**src/rtl/stream_verify_checker_sync_fifo.sv**
```systemverilog
// rtl/stream_verify_checker_sync_fifo.sv - per-channel expected-word buffer with flush
module sync_fifo #(
  parameter int DATA_W     = 16,
  parameter int FIFO_DEPTH = 8
) (
  input  logic              clk,
  input  logic              rst_n,
  input  logic              flush,
  input  logic              push,
  input  logic [DATA_W-1:0] push_data,
  input  logic              pop,
  output logic [DATA_W-1:0] pop_data,
  output logic              full,
  output logic              empty
);

  localparam int AW = $clog2(FIFO_DEPTH);

  logic [DATA_W-1:0] mem [FIFO_DEPTH];
  logic [AW-1:0]     wr_ptr;
  logic [AW-1:0]     rd_ptr;
  logic [AW:0]       count;
  logic              do_push;
  logic              do_pop;

  // A pop on an empty buffer is dropped; a push on a full buffer only lands if a pop frees a slot.
  assign do_pop   = pop && !empty;
  assign do_push  = push && (!full || do_pop);
  assign full     = (count == (AW+1)'(FIFO_DEPTH));
  assign empty    = (count == '0);
  assign pop_data = mem[rd_ptr];

  // Storage array, write port only.
  always_ff @(posedge clk) begin
    if (do_push) mem[wr_ptr] <= push_data;
  end

  // Pointer and occupancy tracking; flush empties the buffer in one edge.
  always_ff @(posedge clk or negedge rst_n) begin
    if (!rst_n) begin
      wr_ptr <= '0;
      rd_ptr <= '0;
      count  <= '0;
    end else if (flush) begin
      wr_ptr <= '0;
      rd_ptr <= '0;
      count  <= '0;
    end else begin
      if (do_push) wr_ptr <= wr_ptr + 1'b1;
      if (do_pop)  rd_ptr <= rd_ptr + 1'b1;
      case ({do_push, do_pop})
        2'b10:   count <= count + 1'b1;
        2'b01:   count <= count - 1'b1;
        default: count <= count;
      endcase
    end
  end

endmodule

```
**config.mk**
```make
export PLATFORM = sky130hd
export DESIGN_NAME = sync_fifo
export DESIGN_NICKNAME = d
export VERILOG_FILES = /design/src/rtl/stream_verify_checker_sync_fifo.sv
export SDC_FILE = /design/constraint.sdc
export NUM_CORES = 1
export LEC_CHECK = 0
export CORE_MARGIN = 2
export CORE_UTILIZATION = 50
export CTS_BUF_LIST = sky130_fd_sc_hd__clkbuf_16
export CTS_CLUSTER_SIZE = 20
export DETAILED_ROUTE_END_ITERATION = 8
export PLACE_DENSITY = 0.77
export SLEW_MARGIN = 20
export SYNTH_ARGS = -nofsm -noshare
export SYNTH_HDL_FRONTEND = slang
export SYNTH_SLANG_ARGS = --single-unit
export TNS_END_PERCENT = 1
```
**constraint.sdc**
```tcl
create_clock -name clk -period 5.59 [get_ports clk]
set_clock_uncertainty 0.2 [all_clocks]
set_input_delay 1.677 -clock clk [delete_from_list [all_inputs] [get_ports clk]]
set_output_delay 1.677 -clock clk [all_outputs]
set_load 0.1 [all_outputs]
```
==> flow_summary.yaml, run 1 <==
worst_setup_path:
  crit_required_ns: 3.71
  crit_path_end_kind: "output port"
  worstSetupStartpointType: "register"
  timing_worst_setup_path_type: "reg -> out"
  r2r_setup_slack_ns: 2.71
  crit_fanout: 8
  cp.arrival_ns: 2.65
timing:
  setup_viol: 0
  maxSlewViolCount: 0
  hold_viol: 0
  tns_ns: 0
  fin_crit_ns: 4.524
  tightest_slew_ns: 0.9616
  rsz0062_at_grt: "false"
  max_freq_mhz: 221.0
  min_period_over_period_pct: 80.94
  slew_headroom_pct: 35.69
clocking:
  clock_sinks: 138
  cts.repair.resized: 0
  htreeDepth: 4
  clk_latency_ns: 0.40
  cts_tree: "yes"
  cts_hold_buffers: 0
  post_cts_buffers: 0
  root_buffer: "clkbuf_16"
  clockBufferDepth: 2
  clk_pin_slew_ns: 0.06
  numCtsBuffers: 17
drt:
  vias_per_cell: 5.790
  via_count: 2727
  drc: 0
  antenna_left: 0
  dr.first_iter.drc_count: 115
  routed_wl_mm: 10.07
  wl_per_cell_um: 21.38
  drt_first_pass_iters: 4
logic_synthesis:
  yosysSeqAreaShare_pct: 72.95
  synthCells: 263
  yosysWarnings: 0
  synth_top_area_cell: "edfxtp_1"
  synth_edf_count: 128
  post-synth-top-count-cell: "edfxtp_1"
  yosys_register_bits: 138
  synth.cell_area_sq_um: 5612
  synth_commonest_cells: "128 x edfxtp_1, 26 x mux4_1, 17 x nor2_1"
  synthDistinctLibCells: 36
  synth-main-ff-cell: "edfxtp_1"
  synthTopCellsByArea: "edfxtp_1 68%, mux4_1 12%, dfrtp_1 4.5%, mux2_2 3.2%, mux4_2 2.4%"
  synth_top_area_share_pct: 68.49
  synth_area_per_cell_sq_um: 21.34
  synth_nets: 289
  synthArstFlopShare_pct: 7.246
final_layout:
  fin_cells: 471
  area_growth_pct: 20.69
  drive_above_1_share_pct: 25.68
  fillCellCount: 730
  antenna_cells: 0
  fin_nets: 344
placement:
  gp_congestion: 0.7295
  port_buffers: 38
  dp_hpwl_mm: 5.858
  post-place-cells: 439
floorplanning:
  fp.dieArea_sq_um: 12090
  die_h_um: 109.9
  fp-row-count: 38
  core_sq_um: 10890
  io_pins: 39
  start_util_pct: 51.54
  die_w_um: 109.9
global_routing:
  grt_pass1_wl_mm: 15.38
  overflow: 0
  grtUsageTotal_pct: 18.40
  grt_pass1_vias: 2722
  grt_max_degree: 35
  antenna_found_initial: 0
run_status:
  status: "complete, no violations"
pwr:
  vdd_drop_max_mv: 0.3317
  power_density_nw_per_um2: 507.1
  p_leak_nw: 2.326
flow_run:
  maxCapViolCount: 0
hold_path:
  holdCritPathClass: "reg -> reg"
critical path: stages, from the launching register on:
cell             delay (ns)
dfrtp_1                0.44
or3_1                  0.53
nor2_1                 0.13
clkdlybuf4s50_1        1.14
metrics by stage:
stage	total power [mW]	util (%)	hold slack, ns	worst slack, ns	instance area [sq um]
after CTS	3.457	62.20	0.3828	1.044	6773
final	3.435	62.20	0.3797	1.066	6773
after floorplan	2.079	-	0.3345	1.511	5612
after global placement	2.235	56.26	0.3735	1.479	6126
after detailed placement	2.249	56.26	0.3749	1.379	6126
after global routing	3.553	62.20	0.4068	0.9781	6773
cells in the final DEF, fill, tap and decap left out, types with 2 or more instances in the layout:
master	n
ha_1	4
buf_4	28
dfrtp_1	10
o21ai_0	2
a21oi_1	3
nand2_1	3
xnor2_1	3
clkbuf_16	17
bufinv_16	5
a211oi_1	2
mux4_2	6
clkinv_4	2
nor3_2	2
mux4_1	26
clkdlybuf4s50_1	22
mux2i_1	2
nor2_1	17
mux2_2	16
xor2_1	3
nand2b_1	3
clkinv_1	2
edfxtp_1	128
inv_1	2
o21ai_2	2
o211ai_1	4
inv_6	4
logic make-up after synthesis:
logic type	count (synthesis)	share of synthesized area (%)
compound gates	17	2.207
xor+xnor	6	0.9366
fa+ha+maj	5	1.249
buf+inv	15	1.873
flops	138	72.95
mux	50	18.15
simple gates	32	2.631
path summary, 6_finish.rpt:
check | cells after the start | start | endpoint
min | 2 | wr_ptr[0] | wr_ptr[0]
max | 3 | count[1] | empty
max in group asynchronous | 1 | rst_n | rd_ptr[2]
min reg2reg | 2 | wr_ptr[0] | wr_ptr[0]
max reg2reg | 8 | count[1] | count[3]
min in group asynchronous | 1 | rst_n | count[0]
area by class of cell:
type	instances	area, sq um	share of cell area, %
Inverter	1	3.754	0.05542
Clock inverter	15	221.5	3.270
Sequential cell	138	4094	60.45
Timing Repair Buffer	50	430.4	6.355
Multi-Input combinational cell	110	1423	21.00
Clock buffer	17	425.4	6.281
Tap cell	140	175.2	2.586
registers in the layout, summed over array words and instances (netlist names):
name and flops:
rd_ptr 3, count 4, mem 128, wr_ptr 3
power by group:
part | total [mW] | internal [mW] | switching, mW
combinational | 1.02 | 0.326 | 0.690
clock | 1.21 | 0.794 | 0.415
sequential | 1.21 | 1.18 | 0.0323
layer usage:
layer | routed length (um) | up-vias | GRT usage [%]
met5 | 0 | - | 0
met2 | 5134 | 81 | 29.40
met4 | 134 | 0 | 7.143
li1 | - | 1220 | -
met3 | 502 | 13 | 5.453
met1 | 4300 | 1413 | 23.94
Power figures use the tool's default switching activity.
==> run 2: changes to the inputs <==
Clock period 5.59 ns to 4.6 ns, I/O delays scaled along.
==> flow_summary.yaml, run 2 (synthesized netlist as in run 1, its figures left out) <==
run_status:
  status: "complete, no violations"
timing:
  tightest_slew_ns: 0.9641
  min_period_over_period_pct: 86.53
  hold_viol: 0
  tns_ns: 0
  fin_crit_ns: 3.980
  max_freq_mhz: 251.2
  rsz0062_at_grt: "false"
  setup_viol: 0
  slew_headroom_pct: 35.72
  maxSlewViolCount: 0
pwr:
  p_leak_nw: 2.399
  swShare_pct: 33.15
  clkPwrFrac_pct: 31.8
  vdd_drop_max_mv: 0.4527
  power_density_nw_per_um2: 610.8
  pwr-share-seq_pct: 34.8
  p_int_mw: 2.843
  p_switching_mw: 1.410
  combPwrFrac_pct: 33.4
clocking:
  htreeDepth: 4
  clock_sinks: 138
  numCtsBuffers: 17
  post_cts_buffers: 0
  clockBufferDepth: 2
  cts.repair.resized: 0
  cts_tree: "yes"
  cts_hold_buffers: 0
  clk_pin_slew_ns: 0.06
  clk_latency_ns: 0.41
  root_buffer: "clkbuf_16"
worst_setup_path:
  cpLargestDelayFamily: "multiplexers"
  worstSetupStartpointType: "register"
  critical_path_cell_count: 4
  rr_worst_depth: 8
  cp_num_buf_inv: 2
  cp.arrival_ns: 2.40
  timing_worst_setup_path_type: "reg -> out"
  crit_path_end_kind: "output port"
  crit_fanout: 34
  crit_slowest_cell: "mux4_1"
  path_cells: "buf_4 > mux4_1 > mux2_2 > buf_12"
  critical-path-max-stage-delay_ns: 0.66
  crit_required_ns: 3.02
hold_path:
  holdPathStages: 2
  holdCritPathClass: "reg -> reg"
final_layout:
  fin_nets: 348
  fin_cells: 474
  layout_commonest_cell: "edfxtp_1"
  area_growth_pct: 24.08
  largest_reg_flops: 128
  fillCellCount: 712
  antenna_cells: 0
  layout_common_cells: "128 x edfxtp_1, 26 x mux4_1, 20 x clkdlybuf4s50_1"
  drive_above_1_share_pct: 27.54
  reg.largest.list: "mem: 128 flops, count: 4 flops"
  regMostFlops: "mem"
floorplanning:
  die_h_um: 109.9
  start_util_pct: 51.54
  fp.dieArea_sq_um: 12090
  fp-row-count: 38
  core_sq_um: 10890
  die_w_um: 109.9
  io_pins: 39
placement:
  gp_congestion: 0.7966
  post-place-cells: 443
  dp_hpwl_mm: 5.871
  port_buffers: 38
drt:
  drc: 0
  dr.first_iter.drc_count: 173
  via_count: 2663
  vias_per_cell: 5.618
  routed_wl_mm: 9.864
  antenna_left: 0
  drt_first_pass_iters: 4
  wl_per_cell_um: 20.81
global_routing:
  overflow: 0
  grt_max_degree: 35
  grtUsageTotal_pct: 18.24
  grt_pass1_vias: 2744
  grt_pass1_wl_mm: 15.26
  antenna_found_initial: 0
flow_run:
  maxCapViolCount: 0
run 2: cell type report:
class	count	area [sq um]	share of cell area, %
tap	140	175.2	2.516
multi-input combinational	110	1423	20.43
timing repair buffer	54	668.1	9.596
clock buffer	17	425.4	6.110
sequential	138	4094	58.80
clock inverter	14	173.9	2.498
inverter	1	3.754	0.05391
run 2: final timing paths:
path                       slack, ns       from           to
max                             0.62  rd_ptr[0]  pop_data[8]
min                             0.38  wr_ptr[0]    wr_ptr[0]
max reg2reg                     1.72   count[1]     count[3]
min reg2reg                     0.38  wr_ptr[0]    wr_ptr[0]
max in group asynchronous       2.78      rst_n    rd_ptr[0]
min in group asynchronous       1.09      rst_n     count[0]
run 2: routing by layer:
| layer | routed length (um) | global-route usage, % | part of all wire [%] |
|---|---|---|---|
| met1 | 4382 | 24.33 | 44 |
| met2 | 5212 | 29.45 | 53 |
| met3 | 244 | 5.276 | 2.5 |
| met4 | 25 | 5.335 | 0.25 |
| met5 | 0 | 0 | 0 |
run 2: power by group through the flow:
stage | clock, mW | sequential [mW] | combinational, mW
floorplan | 0 | 1.48 | 1.05
finish | 1.35 | 1.48 | 1.42
detailed placement | 0 | 1.50 | 1.43
global route | 1.43 | 1.48 | 1.49
global placement | 0 | 1.50 | 1.41
CTS | 1.38 | 1.48 | 1.43
run 2: stage by stage:
step	hold slack [ns]	instance area, sq um	setup slack, ns	utilization, %	power [mW]
after floorplan	0.3345	5612	0.8180	-	2.526
after global placement	0.3571	6364	0.9285	58.45	2.912
after detailed placement	0.3710	6364	0.7856	58.45	2.929
after CTS	0.3807	6963	0.5977	63.95	4.290
after global routing	0.4110	6963	0.5171	63.95	4.404
final	0.3832	6963	0.6196	63.95	4.253
run 2: worst reg2reg max path, stage by stage (launching register included):
cell and delay, ns:
dfrtp_1 0.44, or3_1 0.54, o21ai_2 0.25, nor2_1 0.12, ha_1 0.30, a211oi_1 0.10
or4_1 0.51, a31oi_1 0.19, a21oi_1 0.08
